File: config.mk
export PLATFORM = sky130hd
export DESIGN_NAME = mul_div_unit_flat
export DESIGN_NICKNAME = d
export VERILOG_FILES = /design/src/rtl/mul_div_if.sv /design/src/rtl/mul_div_unit.sv /design/src/flat_wrapper.sv
export SDC_FILE = /design/constraint.sdc
export NUM_CORES = 2
export LEC_CHECK = 0
export CORE_UTILIZATION = 60
export CTS_CLUSTER_SIZE = 24
export DETAILED_ROUTE_END_ITERATION = 8
export PLACE_DENSITY = 0.78
export REMOVE_ABC_BUFFERS = 1
export SETUP_SLACK_MARGIN = 0.2
export SLEW_MARGIN = 30
export SYNTH_ARGS = -nofsm -noshare
export SYNTH_HDL_FRONTEND = slang
export SYNTH_SLANG_ARGS = --single-unit
File: constraint.sdc
create_clock -name clk -period 14.3 [get_ports clk]
set_input_delay 4.29 -clock clk [delete_from_list [all_inputs] [get_ports clk]]
set_output_delay 4.29 -clock clk [all_outputs]
set_load 0.01 [all_outputs]
File: src/rtl/mul_div_if.sv
// Handshake and result bundle between the EX stage and the multiply/divide unit.
// The pipeline side drives the operation; the unit returns stall, HI/LO and the MUL result.
interface mul_div_if;
  logic        flush;
  logic        start;
  logic [5:0]  funct;
  logic [31:0] op_a;
  logic [31:0] op_b;
  logic        stall_req;
  logic [31:0] hi;
  logic [31:0] lo;
  logic [31:0] mul_result;
  logic        result_valid;

  modport master (
    output flush, start, funct, op_a, op_b,
    input  stall_req, hi, lo, mul_result, result_valid
  );

  modport slave (
    input  flush, start, funct, op_a, op_b,
    output stall_req, hi, lo, mul_result, result_valid
  );
endinterface

File: src/rtl/mul_div_unit.sv
// Multi-cycle multiply/divide unit owning HI/LO: 1-2 cycle multiplies, MADD/MSUB
// accumulate, and a 32-iteration radix-2 restoring divider with sign fix-up.
module mul_div_unit (
  input  logic       clk,
  input  logic       rst,
  mul_div_if.slave   bus
);
  localparam logic [5:0] FUNCT_MTHI   = 6'h11;
  localparam logic [5:0] FUNCT_MTLO   = 6'h13;
  localparam logic [5:0] FUNCT_MULT   = 6'h18;
  localparam logic [5:0] FUNCT_MULTU  = 6'h19;
  localparam logic [5:0] FUNCT_DIV    = 6'h1a;
  localparam logic [5:0] FUNCT_DIVU   = 6'h1b;
  localparam logic [5:0] FUNCT2_MADD  = 6'h38;
  localparam logic [5:0] FUNCT2_MADDU = 6'h39;
  localparam logic [5:0] FUNCT2_MUL   = 6'h3a;
  localparam logic [5:0] FUNCT2_MSUB  = 6'h3c;
  localparam logic [5:0] FUNCT2_MSUBU = 6'h3d;

  localparam logic [2:0] S_IDLE = 3'd0;
  localparam logic [2:0] S_MUL  = 3'd1;
  localparam logic [2:0] S_ACC  = 3'd2;
  localparam logic [2:0] S_DIV  = 3'd3;
  localparam logic [2:0] S_DONE = 3'd4;

  logic [2:0]  state;
  logic [5:0]  op_q;
  logic [31:0] a_q;
  logic [63:0] res_q;
  logic [31:0] dvs_q, rem_q, quot_q;
  logic        neg_quo_q, neg_rem_q, dvz_q;
  logic [5:0]  cnt;

  function automatic logic [31:0] mag(input logic [31:0] x, input logic sgn);
    return (sgn && x[31]) ? (32'd0 - x) : x;
  endfunction

  function automatic logic [31:0] neg_if(input logic [31:0] x, input logic n);
    return n ? (32'd0 - x) : x;
  endfunction

  logic is_mthi, is_mtlo, is_mulc, is_madd, is_div, is_sgn, is_multi;
  assign is_mthi  = (bus.funct == FUNCT_MTHI);
  assign is_mtlo  = (bus.funct == FUNCT_MTLO);
  assign is_mulc  = (bus.funct == FUNCT_MULT) || (bus.funct == FUNCT_MULTU) ||
                    (bus.funct == FUNCT2_MUL);
  assign is_madd  = (bus.funct == FUNCT2_MADD) || (bus.funct == FUNCT2_MADDU) ||
                    (bus.funct == FUNCT2_MSUB) || (bus.funct == FUNCT2_MSUBU);
  assign is_div   = (bus.funct == FUNCT_DIV) || (bus.funct == FUNCT_DIVU);
  assign is_sgn   = (bus.funct == FUNCT_MULT) || (bus.funct == FUNCT2_MUL) ||
                    (bus.funct == FUNCT2_MADD) || (bus.funct == FUNCT2_MSUB) ||
                    (bus.funct == FUNCT_DIV);
  assign is_multi = is_mulc || is_madd || is_div;

  // One 64x64 multiplier serves both signednesses: operands are sign- or zero-extended.
  logic signed [63:0] ax, bx, prod;
  assign ax   = {{32{is_sgn & bus.op_a[31]}}, bus.op_a};
  assign bx   = {{32{is_sgn & bus.op_b[31]}}, bus.op_b};
  assign prod = ax * bx;

  logic [63:0] hilo, acc;
  logic        acc_sub;
  assign hilo    = {bus.hi, bus.lo};
  assign acc_sub = (op_q == FUNCT2_MSUB) || (op_q == FUNCT2_MSUBU);
  assign acc     = acc_sub ? (hilo - res_q) : (hilo + res_q);

  // Restoring step: shift the next dividend bit into the partial remainder, keep the trial if non-negative.
  logic [32:0] shifted, diff;
  logic [31:0] rem_n, quot_n;
  logic [63:0] div_res;
  assign shifted = {rem_q, quot_q[31]};
  assign diff    = shifted - {1'b0, dvs_q};
  assign rem_n   = diff[32] ? shifted[31:0] : diff[31:0];
  assign quot_n  = {quot_q[30:0], ~diff[32]};
  assign div_res = dvz_q ? {a_q, 32'hffff_ffff}
                         : {neg_if(rem_n, neg_rem_q), neg_if(quot_n, neg_quo_q)};

  assign bus.stall_req = rst && !bus.flush &&
                         ((state == S_IDLE && bus.start && is_multi) ||
                          state == S_MUL || state == S_ACC || state == S_DIV);

  always_ff @(posedge clk) begin
    if (!rst) begin
      state            <= S_IDLE;
      bus.hi           <= 32'd0;
      bus.lo           <= 32'd0;
      bus.mul_result   <= 32'd0;
      bus.result_valid <= 1'b0;
      cnt              <= 6'd0;
    end else begin
      bus.result_valid <= 1'b0;
      if (bus.flush) begin
        state <= S_IDLE;
      end else begin
        case (state)
          S_IDLE: if (bus.start) begin
            if (is_mthi) bus.hi <= bus.op_a;
            if (is_mtlo) bus.lo <= bus.op_a;
            if (is_multi) begin
              op_q <= bus.funct;
              a_q  <= bus.op_a;
            end
            if (is_mulc) begin
              res_q <= prod;
              state <= S_DONE;
              if (bus.funct == FUNCT2_MUL) begin
                bus.mul_result   <= prod[31:0];
                bus.result_valid <= 1'b1;
              end
            end
            if (is_madd) begin
              res_q <= prod;
              state <= S_ACC;
            end
            if (is_div) begin
              dvs_q     <= mag(bus.op_b, is_sgn);
              quot_q    <= mag(bus.op_a, is_sgn);
              rem_q     <= 32'd0;
              neg_quo_q <= is_sgn && (bus.op_a[31] ^ bus.op_b[31]);
              neg_rem_q <= is_sgn && bus.op_a[31];
              dvz_q     <= (bus.op_b == 32'd0);
              cnt       <= 6'd0;
              state     <= S_DIV;
            end
          end
          S_ACC: begin
            res_q <= acc;
            state <= S_DONE;
          end
          S_DIV: begin
            rem_q  <= rem_n;
            quot_q <= quot_n;
            cnt    <= cnt + 6'd1;
            if (cnt == 6'd31) begin
              res_q <= div_res;
              state <= S_DONE;
            end
          end
          S_DONE: begin
            if (op_q != FUNCT2_MUL) {bus.hi, bus.lo} <= res_q;
            state <= S_IDLE;
          end
          default: state <= S_IDLE;
        endcase
      end
    end
  end
endmodule

File: src/flat_wrapper.sv
// flat-port wrapper written by rule: the top's interface ports become plain ports
module mul_div_unit_flat 
  (clk, rst, bus_flush, bus_start, bus_funct, bus_op_a, bus_op_b, bus_stall_req, bus_hi, bus_lo, bus_mul_result, bus_result_valid);
  mul_div_if bus_i ();
  input  logic clk;
  input  logic rst;
  input wire logic [$bits(bus_i.flush)-1:0] bus_flush;
  input wire logic [$bits(bus_i.start)-1:0] bus_start;
  input wire logic [$bits(bus_i.funct)-1:0] bus_funct;
  input wire logic [$bits(bus_i.op_a)-1:0] bus_op_a;
  input wire logic [$bits(bus_i.op_b)-1:0] bus_op_b;
  output wire logic [$bits(bus_i.stall_req)-1:0] bus_stall_req;
  output wire logic [$bits(bus_i.hi)-1:0] bus_hi;
  output wire logic [$bits(bus_i.lo)-1:0] bus_lo;
  output wire logic [$bits(bus_i.mul_result)-1:0] bus_mul_result;
  output wire logic [$bits(bus_i.result_valid)-1:0] bus_result_valid;
  assign bus_i.flush = bus_flush;
  assign bus_i.start = bus_start;
  assign bus_i.funct = bus_funct;
  assign bus_i.op_a = bus_op_a;
  assign bus_i.op_b = bus_op_b;
  assign bus_stall_req = bus_i.stall_req;
  assign bus_hi = bus_i.hi;
  assign bus_lo = bus_i.lo;
  assign bus_mul_result = bus_i.mul_result;
  assign bus_result_valid = bus_i.result_valid;
  mul_div_unit u_core (.clk(clk), .rst(rst), .bus(bus_i));
endmodule
==> run metrics <==
Mapped Area=61180 µm²; fmax=74.38 MHz; CP peak stage delay=0.62 ns; gp weighted congestion=1.001; Initial Util=60.83%; yosys warns=0; Yosys top cell by area=fa_1; Critical Path AT=13.78 ns; status=finished, final reports clean; # setup viols final=0; cell mode on critical path=fa_1; worst skew pair latency=0.58 ns; die height=321.3 µm; Slew headroom=28.00%; total track usage=38.51%; critical path class=primary input to register; largest net degree at the start of global routing=80; Overflow after GRT=0; Fin Setup TNS=0 ns; clk slew on worst S/H paths=0.06 ns; reg2reg end=u_core.res_q[62]; Wirelength per Cell=23.74 µm; I/O Buffers=171; layout cells sized above 1=4.291%; RSZ-0062 raised after global routing=no; drt initial violations=5533; Slowest-stage cell, CP=a2111oi_0; ranking of synthesized cells by area=fa_1 37%, edfxtp_1 9.9%, inv_1 7.4%, ha_1 6.4%, nand2_1 6.4%; # IOs=172; r2r setup slk=7.29 ns; Critical Path End Type=register; post-CTS setup buffer count=0; cell with the most instances after synthesis=inv_1; Tightest Hold Check Type=register to register; top cells by instance count after synthesis=1203 x inv_1, 1127 x fa_1, 1045 x nand2_1, 350 x clkbuf_1, 335 x and2_1; CTS Hold Buffers Added=0; Hold Path Origin=u_core.bus.mul_result[10]; register area share after synthesis=13.33%; CTS tree=done; CTS root buf=clkbuf_16; EDFF count, synth=201; worst r2r path cells=23; dominant synthesized flop cell=edfxtp_1; Hold Vio Cnt, Final=0; cts bufs inserted=35; hold path cells=2; syn_area_per_cell=8.813 µm²; Critical Path Start Type=primary input; Setup Skew=0.03319 ns; synthesized instance count=6942; initial antenna violation count=10; Worst Hold Path EP=u_core.bus.mul_result[10]; Clock Tree Buf Depth=3; Async S/R FF share, synth=0%; final wirelength=195.5 mm; Yosys cell types=91; row count=116; Tmin final=13.44 ns; routed vias=50.54k; Via-to-Cell Ratio=6.137; first-pass GRT wire length=301.8 mm; Crit Path Max Fanout=12; H-tree depth=2; drt pass-1 iters=6; Core Footprint=100600 µm²; final slew viol count=0; Die W=321.3 µm; WP data required=14.63 ns; Die ar.=103300 µm²; # Max-Cap Violations=0; HPWL after DPL=156.2 mm; drt drc=0; Layout area overhead=6.348%; nets=8363; Clock Sink Count=307; final period utilization=94.02%; Slew @ Worst Pin=1.070 ns; Worst R2R Start=u_core.quot_q[31]; # resized after CTS=0; vias in the first global route=51.83k; Detail Route Antenna Nets=0; share of the synthesized area in the top cell type=36.88%; FF+latch count, synth=307
state kept, by name, summed over array words and instances, names as in the netlist:
signal,count
u_core.dvz_q,1
u_core.bus.result_valid,1
u_core.neg_quo_q,1
u_core.dvs_q,32
u_core.quot_q,32
u_core.res_q,64
u_core.a_q,32
u_core.op_q,6
u_core.rem_q,32
u_core.neg_rem_q,1
u_core.bus.lo,32
u_core.bus.mul_result,32
u_core.cnt,6
u_core.state,3
u_core.bus.hi,32
layout make-up:
class                      instances  area (µm²)
antenna                            3       7.507
clock buffer                      42       902.1
clock inverter                    22       300.3
fill                            8442       35520
inverter                        1204        4519
multi-input combinational       5002       46970
sequential                       307        8159
tap                             1357        1698
timing repair buffer             298        2509
how the worst max path moves through the flow:
stage | start | endpoint | cells past startpoint
after floorplan | bus_funct[1] | u_core.res_q[62] | 29
after global placement | bus_funct[1] | u_core.res_q[57] | 30
after detailed placement | bus_funct[1] | u_core.res_q[62] | 34
after CTS | bus_funct[1] | u_core.res_q[62] | 34
after global routing | bus_funct[1] | u_core.res_q[62] | 34
final | bus_funct[1] | u_core.res_q[57] | 30
per-layer routing:
metal / GRT usage (%) / vias up / part of all wire (%)
met5: 0 / - / 0.017
met4: 14.67 / 4 / 4.4
met3: 8.538 / 503 / 12
met2: 60.59 / 2870 / 45
met1: 52.19 / 25392 / 39
li1: - / 21770 / -
worst max-delay path: cells and delay by family:
kind                     cells  cell delay (ns)
adder cells (fa/ha/maj)      9             4.36
AO/OA/AOI/OAI               11             2.93
XOR/XNOR                     1             0.16
buffers and inverters        6             1.40
AND/OR/NAND/NOR              3             0.60
stage by stage:
stage          instance area (µm²)  hold slack [ns]  util, %  std cells  worst slack [ns]
2_1_floorplan                59540           0.4581        -       6513            0.2001
6_report                     65060           0.4634    64.69       8235            0.8553
3_3_place_gp                 63780           0.4535    63.41       8164            0.6189
4_1_cts                      65010           0.4668    64.64       8230             1.012
5_1_grt                      65060           0.4859    64.68       8232            0.4709
3_5_place_dp                 63810           0.4586    63.44       8166            0.4386
cells by family (layout without fill, tap and decap cells):
logic type                 Yosys count  count (layout)  share of synthesized area [%]
and+or+nand+nor                   2103            2103                          16.11
other                                0               3                              0
DFF                                307             307                          13.33
adders and majority gates         1441            1441                          43.30
xor gates and xnor gates           314             314                          4.507
muxes                               42              42                         0.6994
AOI/OAI and AO/OA                 1102            1102                          11.97
buffers and inverters             1633            1566                          10.08
placed cells by master, fill, tap and decap left out, drive strengths merged, types with 22 or more instances in the layout:
cell / Yosys / layout
inv: 1204 / 1206
fa: 1127 / 1127
nand2: 1045 / 1045
and2: 336 / 336
a21oi: 326 / 326
ha: 314 / 314
nor2: 266 / 266
o21ai: 202 / 202
edfxtp: 201 / 201
xnor2: 185 / 185
buf: 78 / 174
xor2: 129 / 129
clkdlybuf4s50: 0 / 124
a21o: 117 / 117
dfxtp: 106 / 106
nor3: 78 / 78
nand3: 74 / 74
o211a: 71 / 71
nor2b: 52 / 52
nand2b: 44 / 44
nand4: 42 / 42
and3: 42 / 42
clkbuf: 351 / 42
o31ai: 40 / 40
a211oi: 40 / 40
mux2i: 36 / 36
a21boi: 35 / 35
o22ai: 32 / 32
nor4: 30 / 30
o21a: 28 / 28
o41ai: 28 / 28
or3: 27 / 27
o211ai: 24 / 24
a31oi: 22 / 22
Power is left out: the tool's default activity adds up to more than one toggle a clock period on the data nets, which glitch-free logic cannot reach.
